==> config.mk <==
export PLATFORM = sky130hd
export DESIGN_NAME = fifo_mem_flat
export DESIGN_NICKNAME = d
export VERILOG_FILES = /design/src/rtl/fifo_mem_pkg.sv /design/src/rtl/fifo_mem_if.sv /design/src/rtl/fifo_mem_ram.sv /design/src/rtl/fifo_mem.sv /design/src/flat_wrapper.sv
export SDC_FILE = /design/constraint.sdc
export NUM_CORES = 1
export LEC_CHECK = 0
export CAP_MARGIN = 20
export CORE_ASPECT_RATIO = 0.7
export CORE_UTILIZATION = 31
export CTS_BUF_LIST = sky130_fd_sc_hd__clkbuf_8
export DETAILED_ROUTE_END_ITERATION = 12
export GPL_ROUTABILITY_DRIVEN = 0
export GPL_TIMING_DRIVEN = 0
export PLACE_DENSITY = 0.53
export SYNTH_ARGS = -nofsm -noshare
export SYNTH_HDL_FRONTEND = slang
export SYNTH_SLANG_ARGS = --single-unit
export TNS_END_PERCENT = 50
==> constraint.sdc <==
create_clock -name clk -period 4.2 [get_ports clk]
set_input_delay 0.63 -clock clk [delete_from_list [all_inputs] [get_ports clk]]
set_output_delay 0.63 -clock clk [all_outputs]
set_load 0.01 [all_outputs]
==> src/rtl/fifo_mem_pkg.sv <==
// fifo_mem_pkg: default sizing and the data word type shared by the FIFO slice.
package fifo_mem_pkg;

   localparam int unsigned DefDataWidth = 8;
   localparam int unsigned DefDepth     = 16;

   typedef logic [DefDataWidth-1:0] word_t;

endpackage

==> src/rtl/fifo_mem_if.sv <==
// fifo_if: producer/consumer handshake bundle for fifo_mem.
// Optional overflow/underflow pulses exist only when FIFO_ERR_FLAGS_EN is defined.
interface fifo_if
   import fifo_mem_pkg::*;
#(
   parameter int unsigned DATA_WIDTH = DefDataWidth
);

   logic [DATA_WIDTH-1:0] data_in;
   logic                  wr;
   logic                  rd;
   logic [DATA_WIDTH-1:0] data_out;
   logic                  full;
   logic                  empty;
`ifdef FIFO_ERR_FLAGS_EN
   logic                  overflow;
   logic                  underflow;
`endif

   // Producer/consumer side
   modport master (
      output data_in, wr, rd,
`ifdef FIFO_ERR_FLAGS_EN
      input  overflow, underflow,
`endif
      input  data_out, full, empty
   );

   // FIFO side
   modport slave (
      input  data_in, wr, rd,
`ifdef FIFO_ERR_FLAGS_EN
      output overflow, underflow,
`endif
      output data_out, full, empty
   );

endinterface

==> src/rtl/fifo_mem_ram.sv <==
// fifo_mem_ram: simple dual-port register array, one write port and a registered read port.
// Storage is never reset; only the read register clears so the output is X-free after reset.
module fifo_mem_ram
   import fifo_mem_pkg::*;
#(
   parameter int unsigned DATA_WIDTH = DefDataWidth,
   parameter int unsigned ADDR_WIDTH = 4
) (
   input  logic                  clk,
   input  logic                  rst,
   input  logic                  we_i,
   input  logic [ADDR_WIDTH-1:0] waddr_i,
   input  logic [DATA_WIDTH-1:0] wdata_i,
   input  logic                  re_i,
   input  logic [ADDR_WIDTH-1:0] raddr_i,
   output logic [DATA_WIDTH-1:0] rdata_o
);

   localparam int unsigned Depth = 1 << ADDR_WIDTH;

   logic [DATA_WIDTH-1:0] mem_q [Depth];
   logic [DATA_WIDTH-1:0] rdata_q;

   // Storage write; contents deliberately survive reset
   always_ff @(posedge clk) begin
      if (we_i) begin
         mem_q[waddr_i] <= wdata_i;
      end
   end

   // Registered read port; holds its value when no read is requested
   always_ff @(posedge clk or negedge rst) begin
      if (!rst) begin
         rdata_q <= '0;
      end else if (re_i) begin
         rdata_q <= mem_q[raddr_i];
      end
   end

   assign rdata_o = rdata_q;

endmodule

==> src/rtl/fifo_mem.sv <==
// fifo_mem: single-clock synchronous FIFO with full/empty flags and registered read data.
// Define FIFO_ERR_FLAGS_EN to add one-cycle overflow/underflow pulses on the interface.
module fifo_mem
   import fifo_mem_pkg::*;
#(
   parameter int unsigned DATA_WIDTH = DefDataWidth,
   parameter int unsigned DEPTH      = DefDepth,
   localparam int unsigned ADDR_WIDTH = $clog2(DEPTH)
) (
   input logic   clk,
   input logic   rst,
   fifo_if.slave bus
);

   localparam logic [ADDR_WIDTH:0] FullCount = (ADDR_WIDTH + 1)'(DEPTH);

   logic [ADDR_WIDTH-1:0] wr_ptr_q, wr_ptr_d;
   logic [ADDR_WIDTH-1:0] rd_ptr_q, rd_ptr_d;
   logic [ADDR_WIDTH:0]   count_q, count_d;
   logic                  full, empty;
   logic                  wr_acc, rd_acc;

   assign full  = (count_q == FullCount);
   assign empty = (count_q == '0);

   // Accept logic and next-state pointers/count; flags gate each side independently,
   // so a simultaneous request at full only reads and at empty only writes
   always_comb begin
      wr_acc   = bus.wr && !full;
      rd_acc   = bus.rd && !empty;
      wr_ptr_d = wr_ptr_q;
      rd_ptr_d = rd_ptr_q;
      count_d  = count_q;
      if (wr_acc) begin
         wr_ptr_d = wr_ptr_q + 1'b1;
      end
      if (rd_acc) begin
         rd_ptr_d = rd_ptr_q + 1'b1;
      end
      unique case ({wr_acc, rd_acc})
         2'b10:   count_d = count_q + 1'b1;
         2'b01:   count_d = count_q - 1'b1;
         default: count_d = count_q;
      endcase
   end

   // Pointer and occupancy state
   always_ff @(posedge clk or negedge rst) begin
      if (!rst) begin
         wr_ptr_q <= '0;
         rd_ptr_q <= '0;
         count_q  <= '0;
      end else begin
         wr_ptr_q <= wr_ptr_d;
         rd_ptr_q <= rd_ptr_d;
         count_q  <= count_d;
      end
   end

   fifo_mem_ram #(
      .DATA_WIDTH (DATA_WIDTH),
      .ADDR_WIDTH (ADDR_WIDTH)
   ) u_ram (
      .clk     (clk),
      .rst     (rst),
      .we_i    (wr_acc),
      .waddr_i (wr_ptr_q),
      .wdata_i (bus.data_in),
      .re_i    (rd_acc),
      .raddr_i (rd_ptr_q),
      .rdata_o (bus.data_out)
   );

   assign bus.full  = full;
   assign bus.empty = empty;

`ifdef FIFO_ERR_FLAGS_EN
   logic overflow_q, underflow_q;

   // Error pulses: a write lost at full (no freeing read) or a read at empty
   always_ff @(posedge clk or negedge rst) begin
      if (!rst) begin
         overflow_q  <= 1'b0;
         underflow_q <= 1'b0;
      end else begin
         overflow_q  <= bus.wr && full && !bus.rd;
         underflow_q <= bus.rd && empty;
      end
   end

   assign bus.overflow  = overflow_q;
   assign bus.underflow = underflow_q;
`endif

endmodule

==> src/flat_wrapper.sv <==
// flat-port wrapper written by rule: the top's interface ports become plain ports
module fifo_mem_flat import fifo_mem_pkg::*;
#(
   parameter int unsigned DATA_WIDTH = DefDataWidth,
   parameter int unsigned DEPTH      = DefDepth,
   localparam int unsigned ADDR_WIDTH = $clog2(DEPTH)
)
  (clk, rst, bus_data_in, bus_wr, bus_rd, bus_data_out, bus_full, bus_empty);
  fifo_if #(.DATA_WIDTH(DATA_WIDTH)) bus_i ();
  input logic clk;
  input logic rst;
  input wire logic [$bits(bus_i.data_in)-1:0] bus_data_in;
  input wire logic [$bits(bus_i.wr)-1:0] bus_wr;
  input wire logic [$bits(bus_i.rd)-1:0] bus_rd;
  output wire logic [$bits(bus_i.data_out)-1:0] bus_data_out;
  output wire logic [$bits(bus_i.full)-1:0] bus_full;
  output wire logic [$bits(bus_i.empty)-1:0] bus_empty;
  assign bus_i.data_in = bus_data_in;
  assign bus_i.wr = bus_wr;
  assign bus_i.rd = bus_rd;
  assign bus_data_out = bus_i.data_out;
  assign bus_full = bus_i.full;
  assign bus_empty = bus_i.empty;
  fifo_mem #(.DATA_WIDTH(DATA_WIDTH), .DEPTH(DEPTH)) u_core (.clk(clk), .rst(rst), .bus(bus_i));
endmodule
# --- After elaboration in Yosys (flattened, before gate mapping) ---
# Memories as Yosys holds them, arrays and structs flattened. A register that Yosys moved wholly into a read port is not among the register bits.
# Index checks and enable logic that the tools add are counted.
op_classes:
  n_addsub: 4
  muxes: 3
  eq_ne: 3
  reduce_logical: 7
op_table:
  columns: ["operator", "count"]
  rows:
  - ["case mux 5 bit (2 select lines)", 1]
  - ["adder 4 x 1 -> 4 bit (second input constant)", 2]
  - ["adder 5 x 1 -> 5 bit (second input constant)", 1]
  - ["== test 5 bit (second input constant)", 1]
  - ["logical NOT 5 bit", 1]
  - ["subtractor 5 x 1 -> 5 bit (second input constant)", 1]
  - ["logical NOT 1 bit", 3]
  - ["== test 2 x 1 -> 1 bit (second input constant)", 1]
  - ["== test 2 bit (second input constant)", 1]
  - ["logical AND 1 bit", 2]
  - ["2-to-1 mux 1 bit", 2]
  - ["nonzero test 2 bit", 1]
totals:
  word_cells: 21
  ram_bits: 128
  in_bits: 12
  memories: 1
  output_inout_bits: 10
  register_bits: 13
memory_table:
  columns: ["name", "depth", "width", "read_ports", "rd_ports_with_merged_regs", "wr", "line", "text"]
  rows:
  - ["u_core.u_ram.mem_q", 16, 8, 1, 1, 1, "fifo_mem_ram.sv:21", "logic [DATA_WIDTH-1:0] mem_q [Depth];"]

# --- Logic depth before layout (Yosys ltp) ---
depth:
  word_depth: 5
  depth_mapped: 10
  mapped_depth_nobuf: 9

# --- By module ---
# A second synthesis with hierarchy kept.
unflattened:
  cells_unflattened: 311
  area_unflattened_um2: 6119.6
by_module_without_submodules:
  columns: ["mod", "n_inst", "cells_each", "seq_area_each_um2", "area_per_inst_um2"]
  rows:
  - ["fifo_mem_ram", 1, 240, 4043.9, 5331.4]
  - ["fifo_mem", 1, 71, 325.3, 788.3]

# --- Least setup slack after synthesis ---
# No wires, ideal clock.
synth_timing:
  path_kind: "register to register"
  from: "register u_core.count_q[3]"
  to: "register u_core.count_q[4]"
  slack_ns: 1.488
  n_path_buf: 1
  path_stages_with_launch: 10
  t_arrival_ns: 2.633
  synth_period_minus_slack_ns: 2.712
  t_required_ns: 4.120
  setup_ns: 0.080
  path_cell_list: "dfrtp_1 > or3_4 > o31a_1 > clkbuf_1 > ha_1 > fa_1 > a21o_1 > a21oi_1 > mux2i_1 > xnor2_1"
synth_between:
  elab_chain_len: 5
  elab_cells_between_ends: 12
  classes_between: "add/sub (2); eq/ne (3); mux (1); reduce/logical (6)"
synth_rtl:
  columns: ["item", "line", "text"]
  rows:
  - ["start: declaration", "fifo_mem.sv:19", "logic [ADDR_WIDTH:0] count_q, count_d;"]
  - ["start signal: assignment", "fifo_mem.sv:56", "count_q <= count_d;"]
  - ["logical NOT 5 bit (*)", "fifo_mem.sv:24", "assign empty = (count_q == '0);"]
  - ["logical NOT 1 bit (*)", "fifo_mem.sv:30", "rd_acc = bus.rd && !empty;"]
  - ["logical AND 1 bit (*)", "fifo_mem.sv:30", null]
  - ["via u_core.rd_acc", "fifo_mem.sv:21", "logic wr_acc, rd_acc;"]
  - ["== test 2 x 1 -> 1 bit or == test 2 bit (tied branches)", "fifo_mem.sv:40", "unique case ({wr_acc, rd_acc})"]
  - ["case mux 5 bit (2 select lines) or nonzero test 2 bit (tied branches)", null, null]
# Mark *: on every way through the listed nets, which the timed path passes. The rest lies on a longest branch.
# A chain may end at the register's enable or synchronous reset.

# --- Worst setup path after layout ---
# Ends and elaborated chain as after synthesis.

==> metrics.cfg <==
[run_status]
status=complete, no violations

[clocking]
numCtsBuffers=17
ctsRootBufferMaster=clkbuf_8
clock_sink_count=149
post_cts_resized=0
worst_setup_hold_path_clk_slew_ns=0.09
cts_hold_buf=0
cts_htree_levels=4
tritoncts_clock_tree=built
clock_path_buffers=2
post_cts.repair.setup_buffers=0
clk-insertion-delay-late_ns=0.44

[yosys]
post_synthesis_area_per_instance_um2=19.7
synthDistinctLibCells=30
synth-warning-count=0
synthesis.instances=304
synth_async_sr_flop_share_pct=14.1
yosys-top-cells-area=edfxtp_1 (64%), dfrtp_1 (8.8%), mux4_2 (7.1%), mux4_1 (5.7%), ha_1 (1.9%)
synth_commonest_cells=edfxtp_1 (128), dfrtp_1 (21), mux4_2 (19)
post-synth-top-area-cell=edfxtp_1
synth_top_area_share_pct=64.2
yosys_most_used_dff=edfxtp_1
post-synth-top-count-cell=edfxtp_1
synth.net_count=326
synth_cell_area_um2=5990
synth_seq_cells=149
synth_seq_area_share_pct=73.0
synth-edff-count=128

[placement]
port_buffer_count=21
dp_hpwl_um=8040
numPlacedInstances=567

[pwr]
ir_drop_uv=222
power_frac_comb_pct=31.6
clkPwrFrac_pct=24.8
power_switching_uw=1430
power_frac_seq_pct=43.6
powerDensity_nw_per_um2=649
p_int_uw=3070
report.power.total_uw=4500
power.static_leakage_uw=0.00229
netSwitchingFraction_pct=31.9

[die]
core_region_area_um2=18900
floorplan.die.height_um=118
initial_utilization_pct=31.6
design.portCount=22
floorplan.die_area_um2=19900
die_w_um=168
num_rows=42

[setup_path]
crit_path_end_kind=flip-flop
cp_data_arrival_time_ns=3.46
worst_setup_path_start_kind=flip-flop
timing.setup.critical_path_class=reg2reg
critPathRequiredTime_ns=4.56
path_max_fanout=10

[timing]
timing.final.setup_violations=0
rsz0062_at_grt=no
fin_worst_hold_slack_ns=0.398
maximum_clock_frequency_mhz=323
report.final.slew_viol_count=0
worst_clk_skew_ns=0.0218
fin_crit_sh_pct=73.6
timing_hold_violations_final=0
finalSetupTns_ns=0
slew_margin_rel_pct=30.9
period_needed_ns=3.09
tightest_slew_ns=1.03

[route]
routed_wirelength_um=12100
dr_total_vias=2962
antenna_viol_nets_final=0
drtPass1Iterations=5
post-route-drc-count=0
wl_per_cell_um=20.1
avgViaCountPerCell=4.94
count_of_routing_violations_after_the_opening_detailed_route_iteration=270

[global_route]
first_pass_grt_wire_length_um=18500
grt.total_usage_pct=13.1
grt_start_max_net_pins=22
grt_overflow=0
grt_antenna_before_repair=0
first_global_vias=3128

[final_layout]
area_growth_syn_to_layout_pct=15.8
num-nets-final=367
layout-drive-gt1-share_pct=20.7
final_cell_count_no_fill=600
multi_input_combinational_cell_area_um2=1520
filler_cell_count=1733
num_antenna_cells=0
ff_latch_area_um2=4370

[job]
max_cap_violations=0

[worst_hold_path]
worst_hold_path_type=in2async

per-stage QoR:
step | cell area, um^2 | setup WS [ns] | utilization, %
after floorplan | 5990 | 1.49 | -
after global placement | 6500 | 0.841 | 34.4
after detailed placement | 6520 | 0.812 | 34.5
after CTS | 6920 | 1.11 | 36.6
after global routing | 6930 | 0.969 | 36.7
final | 6930 | 1.11 | 36.7
critical path, cell delays in order, from the launching register on:
cell and delay [ns]:
dfrtp_1 0.42, or3_4 0.44, o31a_1 0.29, clkbuf_1 0.30, ha_1 0.39, fa_1 0.43
a21o_1 0.19, a21oi_1 0.17, mux2i_1 0.25, xnor2_1 0.13
final timing paths:
kind | startpoint | to | slack (ns) | cells after the start
min | rst | u_core.count_q[1] | 0.40 | 1
min reg2reg | u_core.count_q[2] | u_core.count_q[2] | 0.54 | 2
min in group clk | u_core.count_q[2] | u_core.count_q[2] | 0.54 | 2
max in group asynchronous | rst | u_core.wr_ptr_q[2] | 3.37 | 2
max | u_core.count_q[3] | u_core.count_q[4] | 1.11 | 9
max reg2reg | u_core.count_q[3] | u_core.count_q[4] | 1.11 | 9
routing by layer:
metal	vias to the layer above	track usage, %	part of all wire [%]
met3	12	3.11	4.3
li1	1314	-	-
met5	-	0	0
met1	1577	18.4	48
met2	59	19.9	47
met4	0	4.66	1.0
power by group through the flow:
| stage | Sequential, uW | Combinational [uW] | Clock [uW] |
|---|---|---|---|
| after floorplan | 1970 | 993 | 0 |
| after global placement | 1980 | 1420 | 0 |
| after detailed placement | 1990 | 1450 | 0 |
| after CTS | 1960 | 1460 | 1150 |
| after global routing | 1990 | 1560 | 1200 |
| final | 1960 | 1420 | 1120 |
final cells by class:
| cell class | instances | share of cell area [%] |
|---|---|---|
| buffer | 18 | 1.41 |
| clock inverter | 15 | 2.40 |
| inverter | 4 | 0.217 |
| multi-input combinational | 133 | 22.0 |
| timing repair buffer | 22 | 3.25 |
| tap | 242 | 4.37 |
| clock buffer | 17 | 3.37 |
| sequential | 149 | 63.0 |
flip-flops by register name, summed over array words and instances, names as in the netlist:
| signal | flops |
|---|---|
| u_core.u_ram.rdata_o | 8 |
| u_core.wr_ptr_q | 4 |
| u_core.rd_ptr_q | 4 |
| u_core.u_ram.mem_q | 128 |
| u_core.count_q | 5 |
logic make-up after synthesis:
logic type	share of synthesized area (%)
xor+xnor	1.46
flops	73.0
mux	14.9
fa+ha+maj	2.22
buf+inv	1.88
compound gates	3.74
simple gates	2.80
cell usage in the layout, fill, tap and decap left out, types with 3 or more instances in the layout:
master,instances
mux2_2,10
ha_1,9
edfxtp_1,128
clkbuf_1,9
o22ai_1,16
nand2_1,9
clkdlybuf4s50_1,21
nand2b_1,3
inv_1,5
inv_6,5
buf_2,3
a21oi_1,10
nor3_2,4
dfrtp_1,21
mux4_1,13
nor2_1,13
clkbuf_8,17
xnor2_1,8
mux4_2,19
buf_6,3
o21ai_0,3
Note: power is estimated with default switching activity, not from simulation.
